## src/rtl/branch_predictor_gshare.sv

```systemverilog
`default_nettype none
// ============================================================================
//  Module   : branch_predictor_gshare
//  Brief    : Fetch-side PC owner with a gshare-indexed table of saturating
//             counters for conditional branches and a tagged direct-mapped
//             target buffer for JALR. History is updated at commit only.
//  Revision : 1.0  initial release
// ============================================================================
module branch_predictor_gshare #(
    parameter int PHT_IDX_W = 7,
    parameter int CTR_W     = 2,
    parameter int GHR_W     = 7,
    parameter bit GSHARE_EN = 1'b1,
    parameter int BTB_IDX_W = 4,
    parameter int TAG_W     = 8
) (
    input  logic                 clk_in,
    input  logic                 rst_in,
    input  logic                 rdy_in,
    input  logic                 fetch_new_instruction,
    input  logic [2:0]           op_type,
    input  logic [5:0]           op_in,
    input  logic [31:0]          imm,
    output logic [31:0]          pc_out,
    output logic                 pc_predict,
    output logic [PHT_IDX_W-1:0] pred_idx,
    output logic                 jalr_hit,
    output logic [31:0]          jalr_target,
    output logic                 stop_fetching,
    input  logic                 rob_commit,
    input  logic [31:0]          rob_pc_commit,
    input  logic [5:0]           rob_op_commit,
    input  logic [2:0]           rob_op_type,
    input  logic                 rob_result,
    input  logic [31:0]          rob_pc_result,
    input  logic [PHT_IDX_W-1:0] rob_pred_idx,
    input  logic                 roll_back
);

    // Decoder encodings shared with the instruction-queue decoder.
    localparam logic [2:0] c_TYPE_BRANCH = 3'd1;
    localparam logic [5:0] c_OP_JAL      = 6'd1;
    localparam logic [5:0] c_OP_JALR     = 6'd2;

    localparam int c_PHT_N = 1 << PHT_IDX_W;
    localparam int c_BTB_N = 1 << BTB_IDX_W;

    // Counter thresholds: MSB set means "taken"; reset is just below it.
    localparam logic [CTR_W-1:0] c_CTR_MAX  = {CTR_W{1'b1}};
    localparam logic [CTR_W-1:0] c_CTR_THR  = CTR_W'(1) << (CTR_W - 1);
    localparam logic [CTR_W-1:0] c_CTR_INIT = c_CTR_THR - CTR_W'(1);

    // ------------------------------------------------------------------------
    // State
    // ------------------------------------------------------------------------
    logic [31:0]        r_pc;
    logic               r_stop;
    logic [GHR_W-1:0]   r_ghr;
    logic [CTR_W-1:0]   r_pht     [c_PHT_N];
    logic               r_btb_vld [c_BTB_N];
    logic [TAG_W-1:0]   r_btb_tag [c_BTB_N];
    logic [31:0]        r_btb_tgt [c_BTB_N];

    // ------------------------------------------------------------------------
    // Fetch-side lookup
    // ------------------------------------------------------------------------
    logic [PHT_IDX_W-1:0] w_pc_idx;
    logic [BTB_IDX_W-1:0] w_bidx;
    logic [TAG_W-1:0]     w_tag;

    assign w_pc_idx = r_pc[PHT_IDX_W+1:2];
    assign w_bidx   = r_pc[BTB_IDX_W+1:2];
    assign w_tag    = r_pc[BTB_IDX_W+TAG_W+1:BTB_IDX_W+2];

    generate
        if (GSHARE_EN) begin : g_idx_hash
            assign pred_idx = w_pc_idx ^ PHT_IDX_W'(r_ghr);
        end else begin : g_idx_pc
            assign pred_idx = w_pc_idx;
        end
    endgenerate

    assign pc_out        = r_pc;
    assign stop_fetching = r_stop;
    assign pc_predict    = (r_pht[pred_idx] >= c_CTR_THR);
    assign jalr_hit      = r_btb_vld[w_bidx] && (r_btb_tag[w_bidx] == w_tag);
    assign jalr_target   = r_btb_tgt[w_bidx];

    // ------------------------------------------------------------------------
    // Commit / rollback side (rollback carries the culprit's update fields)
    // ------------------------------------------------------------------------
    logic                 w_upd;
    logic                 w_br_upd;
    logic                 w_btb_wr;
    logic [BTB_IDX_W-1:0] w_wr_bidx;
    logic [TAG_W-1:0]     w_wr_tag;
    logic [CTR_W-1:0]     w_ctr_old;
    logic [CTR_W-1:0]     w_ctr_new;
    logic [GHR_W-1:0]     w_ghr_nxt;
    logic                 w_unused_pc;

    assign w_upd       = roll_back || rob_commit;
    assign w_br_upd    = w_upd && (rob_op_type == c_TYPE_BRANCH);
    assign w_btb_wr    = w_upd && (rob_op_commit == c_OP_JALR);
    assign w_wr_bidx   = rob_pc_commit[BTB_IDX_W+1:2];
    assign w_wr_tag    = rob_pc_commit[BTB_IDX_W+TAG_W+1:BTB_IDX_W+2];
    assign w_ctr_old   = r_pht[rob_pred_idx];
    assign w_unused_pc = ^rob_pc_commit;

    generate
        if (GHR_W == 1) begin : g_ghr_one
            assign w_ghr_nxt = rob_result;
        end else begin : g_ghr_shift
            assign w_ghr_nxt = {r_ghr[GHR_W-2:0], rob_result};
        end
    endgenerate

    // Saturating counter step for the resolved branch.
    always_comb begin
        w_ctr_new = w_ctr_old;
        if (rob_result) begin
            if (w_ctr_old != c_CTR_MAX) w_ctr_new = w_ctr_old + CTR_W'(1);
        end else begin
            if (w_ctr_old != '0) w_ctr_new = w_ctr_old - CTR_W'(1);
        end
    end

    // ------------------------------------------------------------------------
    // Next PC / stall: fetch first, then commit/rollback override it.
    // ------------------------------------------------------------------------
    logic [31:0] w_pc_nxt;
    logic        w_stop_nxt;

    always_comb begin
        w_pc_nxt   = r_pc;
        w_stop_nxt = r_stop;
        if (fetch_new_instruction && !r_stop) begin
            if (op_in == c_OP_JAL) begin
                w_pc_nxt = r_pc + imm;
            end else if (op_in == c_OP_JALR) begin
                if (jalr_hit) w_pc_nxt = jalr_target;
                else          w_stop_nxt = 1'b1;
            end else if (op_type == c_TYPE_BRANCH) begin
                w_pc_nxt = r_pc + (pc_predict ? imm : 32'd4);
            end else begin
                w_pc_nxt = r_pc + 32'd4;
            end
        end
        if (roll_back) begin
            w_pc_nxt   = rob_pc_result;
            w_stop_nxt = 1'b0;
        end else if (rob_commit && (rob_op_commit == c_OP_JALR) && r_stop) begin
            w_pc_nxt   = rob_pc_result;
            w_stop_nxt = 1'b0;
        end
    end

    // PC, stall flag and global history registers.
    always_ff @(posedge clk_in) begin
        if (rst_in) begin
            r_pc   <= 32'd0;
            r_stop <= 1'b0;
            r_ghr  <= '0;
        end else if (rdy_in) begin
            r_pc   <= w_pc_nxt;
            r_stop <= w_stop_nxt;
            if (w_br_upd) r_ghr <= w_ghr_nxt;
        end
    end

    // Pattern history table write at branch resolution.
    always_ff @(posedge clk_in) begin
        if (rst_in) begin
            for (int i = 0; i < c_PHT_N; i++) r_pht[i] <= c_CTR_INIT;
        end else if (rdy_in && w_br_upd) begin
            r_pht[rob_pred_idx] <= w_ctr_new;
        end
    end

    // JALR target buffer fill; a new tag simply replaces the old entry.
    always_ff @(posedge clk_in) begin
        if (rst_in) begin
            for (int i = 0; i < c_BTB_N; i++) begin
                r_btb_vld[i] <= 1'b0;
                r_btb_tag[i] <= '0;
                r_btb_tgt[i] <= 32'd0;
            end
        end else if (rdy_in && w_btb_wr) begin
            r_btb_vld[w_wr_bidx] <= 1'b1;
            r_btb_tag[w_wr_bidx] <= w_wr_tag;
            r_btb_tgt[w_wr_bidx] <= rob_pc_result;
        end
    end

endmodule
`default_nettype wire

```

## config.mk

```make
export PLATFORM = sky130hd
export DESIGN_NAME = branch_predictor_gshare
export DESIGN_NICKNAME = d
export VERILOG_FILES = /design/src/rtl/branch_predictor_gshare.sv
export SDC_FILE = /design/constraint.sdc
export NUM_CORES = 2
export LEC_CHECK = 0
export CELL_PAD_IN_SITES_DETAIL_PLACEMENT = 1
export CELL_PAD_IN_SITES_GLOBAL_PLACEMENT = 2
export CORE_ASPECT_RATIO = 0.8
export CORE_MARGIN = 2
export CORE_UTILIZATION = 49
export DETAILED_ROUTE_END_ITERATION = 16
export DONT_BUFFER_PORTS = 1
export GPL_ROUTABILITY_DRIVEN = 0
export PLACE_DENSITY_LB_ADDON = 0.12
export SYNTH_ARGS = -nofsm -noshare
export SYNTH_HDL_FRONTEND = slang
export SYNTH_SLANG_ARGS = --single-unit
```

## constraint.sdc

```tcl
create_clock -name clk_in -period 10.7 [get_ports clk_in]
set_clock_uncertainty 0.05 [all_clocks]
set_input_delay 2.14 -clock clk_in [delete_from_list [all_inputs] [get_ports clk_in]]
set_output_delay 2.14 -clock clk_in [all_outputs]
set_load 0.005 [all_outputs]
```

**Word level (Yosys, flattened, before mapping)**

Memory sizes are Yosys's and may differ from the RTL's. A register that Yosys moved wholly into a read port is not among the register bits.
Cells that the tools add are included.

- Input port bits: 128
- Bits in writable memories: 912
- Register bits after elaboration: 40
- Memories kept: 4
- Logic and storage cells: 87

Memories:

| name | depth | width | rd ports | clocked after Yosys merged registers in | wr ports | line | text |
|---|---|---|---|---|---|---|---|
| r_btb_tgt | 16 | 32 | 1 | 1 | 16 | 62 | `logic [31:0] r_btb_tgt [c_BTB_N];` |
| r_pht | 128 | 2 | 2 | 0 | 128 | 59 | `logic [CTR_W-1:0] r_pht [c_PHT_N];` |
| r_btb_tag | 16 | 8 | 1 | 1 | 16 | 61 | `logic [TAG_W-1:0] r_btb_tag [c_BTB_N];` |
| r_btb_vld | 16 | 1 | 1 | 1 | 16 | 60 | `logic r_btb_vld [c_BTB_N];` |

- Bitwise gates (word level): 1
- Add/sub/neg operators: 5
- Magnitude comparators: 1
- Muxes and demuxes: 43
- Reduce and logical (&&, ||, !) cells: 20
- Eq/ne operators: 10

Operators with widths:

| cell | number |
|---|---|
| 32-bit 2-to-1 mux | 9 |
| 32-bit adder | 2 |
| 4-bit 2-to-1 mux | 9 |
| 32-bit by 3-bit adder with 32-bit output (second input constant) | 1 |
| 32-bit OR reduction | 1 |
| 1-bit 2-to-1 mux | 19 |
| 6-bit by 2-bit equality test with 1-bit output (second input constant) | 2 |
| 8-bit equality test | 1 |
| 1-bit logical AND | 8 |
| 2-bit 2-to-1 mux | 4 |
| 8-bit 2-to-1 mux | 1 |
| 8-bit OR reduction | 1 |
| 7-bit 2-to-1 mux | 1 |
| 7-bit XOR | 1 |
| 3-bit by 1-bit equality test with 1-bit output (second input constant) | 2 |
| 6-bit by 1-bit equality test with 1-bit output (second input constant) | 1 |
| 3-bit nonzero test | 2 |
| 5-bit by 4-bit != test with 1-bit output (second input constant) | 1 |
| 5-bit AND reduction | 1 |
| 3-bit by 1-bit != test with 1-bit output (second input constant) | 1 |
| 3-bit by 2-bit != test with 1-bit output (second input constant) | 1 |
| 3-bit AND reduction | 1 |
| 2-bit by 1-bit adder with 2-bit output (second input constant) | 1 |
| 2-bit >= comparator (second input constant) | 1 |
| 8 further kinds | 8 |

**Depth between registers and ports, before layout**

An unclocked memory read counts as a cell.

- Depth in word-level cells: 13
- Mapped depth: 24
- Depth with buffers taken out: 21

**Worst setup path before layout**

OpenSTA, ideal clock, no wires.

- Path kind: input to register
- From: input rob_op_commit[0]
- To: memory r_btb_tag[1][0], enable pin
- Buffers on the path: 0
- Cell stages on the path: 6
- Data arrival time: 6.517 ns
- Setup time: 0.493 ns
- Required time: 10.157 ns
- Path slack: 3.641 ns
- Cells stage by stage: or4b_2 > nor3_1 > nor3b_1 > nor2b_1 > nand2b_1 > o21ai_0

RTL lines:

| element | line | text |
|---|---|---|
| start: declaration | 32 | `input logic [5:0] rob_op_commit,` |
| end: declaration | 61 |  |

**Worst setup path in the final report**

- From: register r_pc[3], in the netlist pc_out[3]
- To: register r_pc[28], in the netlist pc_out[28]

- Word-level cells in the longest chain between the ends: 11
- Elaborated cells on any way between the ends: 13

Ends and longest elaborated chain:

| element | line | text |
|---|---|---|
| start: declaration | 56 | `logic [31:0] r_pc;` |
| start signal: assignment | 165 | `r_pc <= w_pc_nxt;` |
| 7-bit XOR | 77 | `assign pred_idx = w_pc_idx ^ PHT_IDX_W'(r_ghr);` |
| memory read 128 x 2 bit | -- |  |
| 2-bit >= comparator | 85 | `assign pc_predict = (r_pht[pred_idx] >= c_CTR_THR);` |
| 32-bit 2-to-1 mux | 144 | `w_pc_nxt = r_pc + (pc_predict ? imm : 32'd4);` |
| 32-bit adder | 144 |  |
| 32-bit 2-to-1 mux | 143 | `end else if (op_type == c_TYPE_BRANCH) begin` |
| 32-bit 2-to-1 mux | 140 | `end else if (op_in == c_OP_JALR) begin` |
| 32-bit 2-to-1 mux (*) | 138 | `if (op_in == c_OP_JAL) begin` |
| 32-bit 2-to-1 mux (*) | 137 | `if (fetch_new_instruction && !r_stop) begin` |
| 32-bit 2-to-1 mux (*) | 152 | `end else if (rob_commit && (rob_op_commit == c_OP_JALR) && r_stop) begin` |
| 32-bit 2-to-1 mux (*) | 149 | `if (roll_back) begin` |

Every way passes the cells marked *; elsewhere a longest branch is shown, timed or not. The select of a mux whose other input is x is not followed.
A chain may end at the register's enable or synchronous reset.

==> results by group <==
Synthesis
  – Post-synth top flop: edfxtp_1
  – Syn Area/Cell: 12.41 um2
  – Synth cell types: a little under 80
  – Post-Synth Simple-Gate Area: 17.53%
  – Synth warnings: 0
  – Largest family of logic cells by synthesized area: simple AND/OR/NAND/NOR gates
  – Post-Synthesis Cell Area: 49,610 um2
  – Ys async rst share: 0%
  – Post-synthesis compound-gate area fraction: 7.450%
  – Post-synthesis register bit count: 956
  – Post-synthesis sequential area ratio: 56.65%
  – Post-synthesis net count: 4,191
  – Gate Count Post-Synth: 3,998
  – Number of flops mapped to enable cells by yosys: approximately 900
  – Adder-Cell Fraction of Synth Area: 1.712%
  – Post-Synth XOR/XNOR Area: 1.571%
  – Multiplexer area fraction after synthesis: 11.82%

CTS
  – CTS tree: built
  – CTS Buf Count: 100
  – CTS H-Tree Depth: 3
  – Clock root buffer: clkbuf_16
  – Clock Path Buffers: 3
  – Clock transition at the registers of the reported paths: approximately 0.06 ns
  – CTS Sinks: 956
  – Post-cts sizing count: 0
  – Setup Buffers After CTS: 0
  – Hold Buf Count CTS: 0
  – Clk Latency, worst-skew pair: 0.69 ns

Timing
  – RSZ-0062 raised after global routing: false
  – Tightest Pin Transition: 1.343 ns
  – Fin crit period: 8.029 ns
  – Fmax: 124.6 MHz
  – Slew Limit Fails: 0
  – Fin. Hold Viols: 0
  – Final Cycle Share: 75.04%
  – Setup_tns: 0 ns
  – WHS: between 0.4 and 0.5 ns
  – Final setup margin: 2.671 ns
  – Max-Slew Margin vs Limit: 9.635%
  – Final number of setup-violating endpoints: 0

Cells and area
  – Final instance area: 54,020 um2
  – Most common cell after layout, fill and taps aside: edfxtp_1
  – Util after Layout: 53.78%
  – Most frequent cells in the layout: edfxtp_1 (896), and2_1 (677), nand2_1 (331)
  – Non-filler cells, final: 5,259
  – NumNets Final: 4,043
  – Syn-to-layout area delta: 8.893%
  – Layout cells sized above 1: 14.09%
  – FILL cells: 10,001

Placement
  – Area of placed instances: 50,810 um2
  – Post-DP HPWL: 109,900 um
  – Place WS: 3.012 ns
  – Buffers on Ports: 0
  – Post-Place Cells: 5,073

Floorplan
  – Die X: 359.8 um
  – Site row count: 104
  – Core area: ~100,000 um2
  – Die Y: 288.6 um
  – Initial Util: between 40% and 50%
  – # IOs: approximately 200
  – Die area: 103,800 um2

Global route
  – Vias in the first global route: ~36,000
  – All-Layer GR Usage: 33.23%
  – Global-route wire length before repair: 250,200 um
  – Initial antenna violation count: 12
  – Gr ovfl total: 0
  – Largest net degree at the start of global routing: 117

Pwr
  – Maximum VDD drop: 0.1202 mV
  – PD cells: 166.1 nW/um2
  – Leakage power figure: 18.12 nW
  – Total Power: 8.976 mW

Critical path
  – WP data required: roughly 11 ns
  – Setup CP Type: reg -> reg
  – CP arrival: 8.52 ns
  – Crit-path max FO: 30
  – CP startpoint kind: register
  – Worst setup EP type: register

Status
  – Status: completed

Route
  – Avg WL per Cell: 33.13 um
  – Via/cell ratio: around 6.7
  – Initial DRC count: 4,750
  – Final antenna-violating net count: 0
  – Via Count: 35,128
  – Total length of routed wires: 174,200 um
  – First-pass DRT Iterations: 7
  – Drc violations: 0

Job
  – Max Cap Viol: 0

Min path
  – HP Class: reg -> reg
==> layer usage <==
layer | global-route usage [%] | routed length, um | up-vias
met3 | 9.512 | 21400 | 274
met1 | 47.79 | 72330 | 18225
met2 | 49.60 | 75960 | 2038
met4 | 9.055 | 4469 | 10
met5 | 0 | 71 | -
li1 | - | - | 14581
==> worst paths after layout <==
check,start,end,slack [ns],depth (start not counted)
worst max-delay path,pc_out[3],pc_out[28],2.67,21
worst max register to register,pc_out[3],pc_out[28],2.67,21
worst min-delay path,r_btb_vld[8],r_btb_vld[8],0.41,1
worst min register to register,r_btb_vld[8],r_btb_vld[8],0.41,1
==> power by group <==
| part | switching, mW | total [mW] | internal, mW |
|---|---|---|---|
| sequential | 0.112 | 4.35 | 4.24 |
| clock | 1.55 | 3.48 | 1.93 |
| combinational | 0.737 | 1.15 | 0.413 |
==> kinds of logic after synthesis <==
kind of cell,Yosys count
xor+xnor,89
flops,956
simple gates,1655
fa+ha+maj,67
mux,295
buf+inv,372
compound gates,564
==> layout make-up <==
class / count / area [um2] / area share, %
Sequential cell: 956 / 28120 / 52.05
Multi-Input combinational cell: 2670 / 20240 / 37.46
Clock buffer: 121 / 2591 / 4.797
Tap cell: 1325 / 1658 / 3.069
Timing Repair Buffer: 85 / 650.6 / 1.204
Clock inverter: 62 / 615.6 / 1.139
Inverter: 37 / 145.1 / 0.2687
Antenna cell: 3 / 7.507 / 0.01390
==> state kept, by name, indices dropped and copies added, names as in the netlist, named ones only <==
name,count
r_btb_vld,16
pc_out,32
r_ghr,7
r_btb_tag,128
r_pht,256
stop_fetching,1
r_btb_tgt,512
==> Yosys cell counts, types with 60 or more instances <==
| cell type | count | area (um2) |
|---|---|---|
| nor3_1 | 78 | 390.4 |
| nand2_1 | 331 | 1242 |
| a21oi_1 | 99 | 495.5 |
| mux4_2 | 231 | 5202 |
| dfxtp_1 | 60 | 1201 |
| clkbuf_1 | 237 | 889.6 |
| nor2_1 | 240 | 900.9 |
| o21ai_0 | 146 | 730.7 |
| edfxtp_1 | 896 | 26910 |
| ha_1 | 63 | 788.3 |
| and2_1 | 677 | 4235 |
| nand3_1 | 168 | 840.8 |
==> critical path: stages (launching register included) <==
cell and delay, ns:
dfxtp_1 0.76, xor2_4 0.38, buf_4 0.34, nor2_1 0.95, nand3_1 0.50, a32oi_1 0.34, o211ai_1 0.13, o22ai_1 0.27
a31oi_4 0.10, buf_4 0.29, and2_1 0.20, ha_1 0.33, a21oi_1 0.35, o211ai_1 0.17, o21ai_0 0.48, nand2_1 0.26
a21oi_1 0.42, o21ai_0 0.28, mux2_2 0.33, a2111oi_0 0.52, a211oi_1 0.13, a2111oi_2 0.29
(Power assumes the default switching activity.)
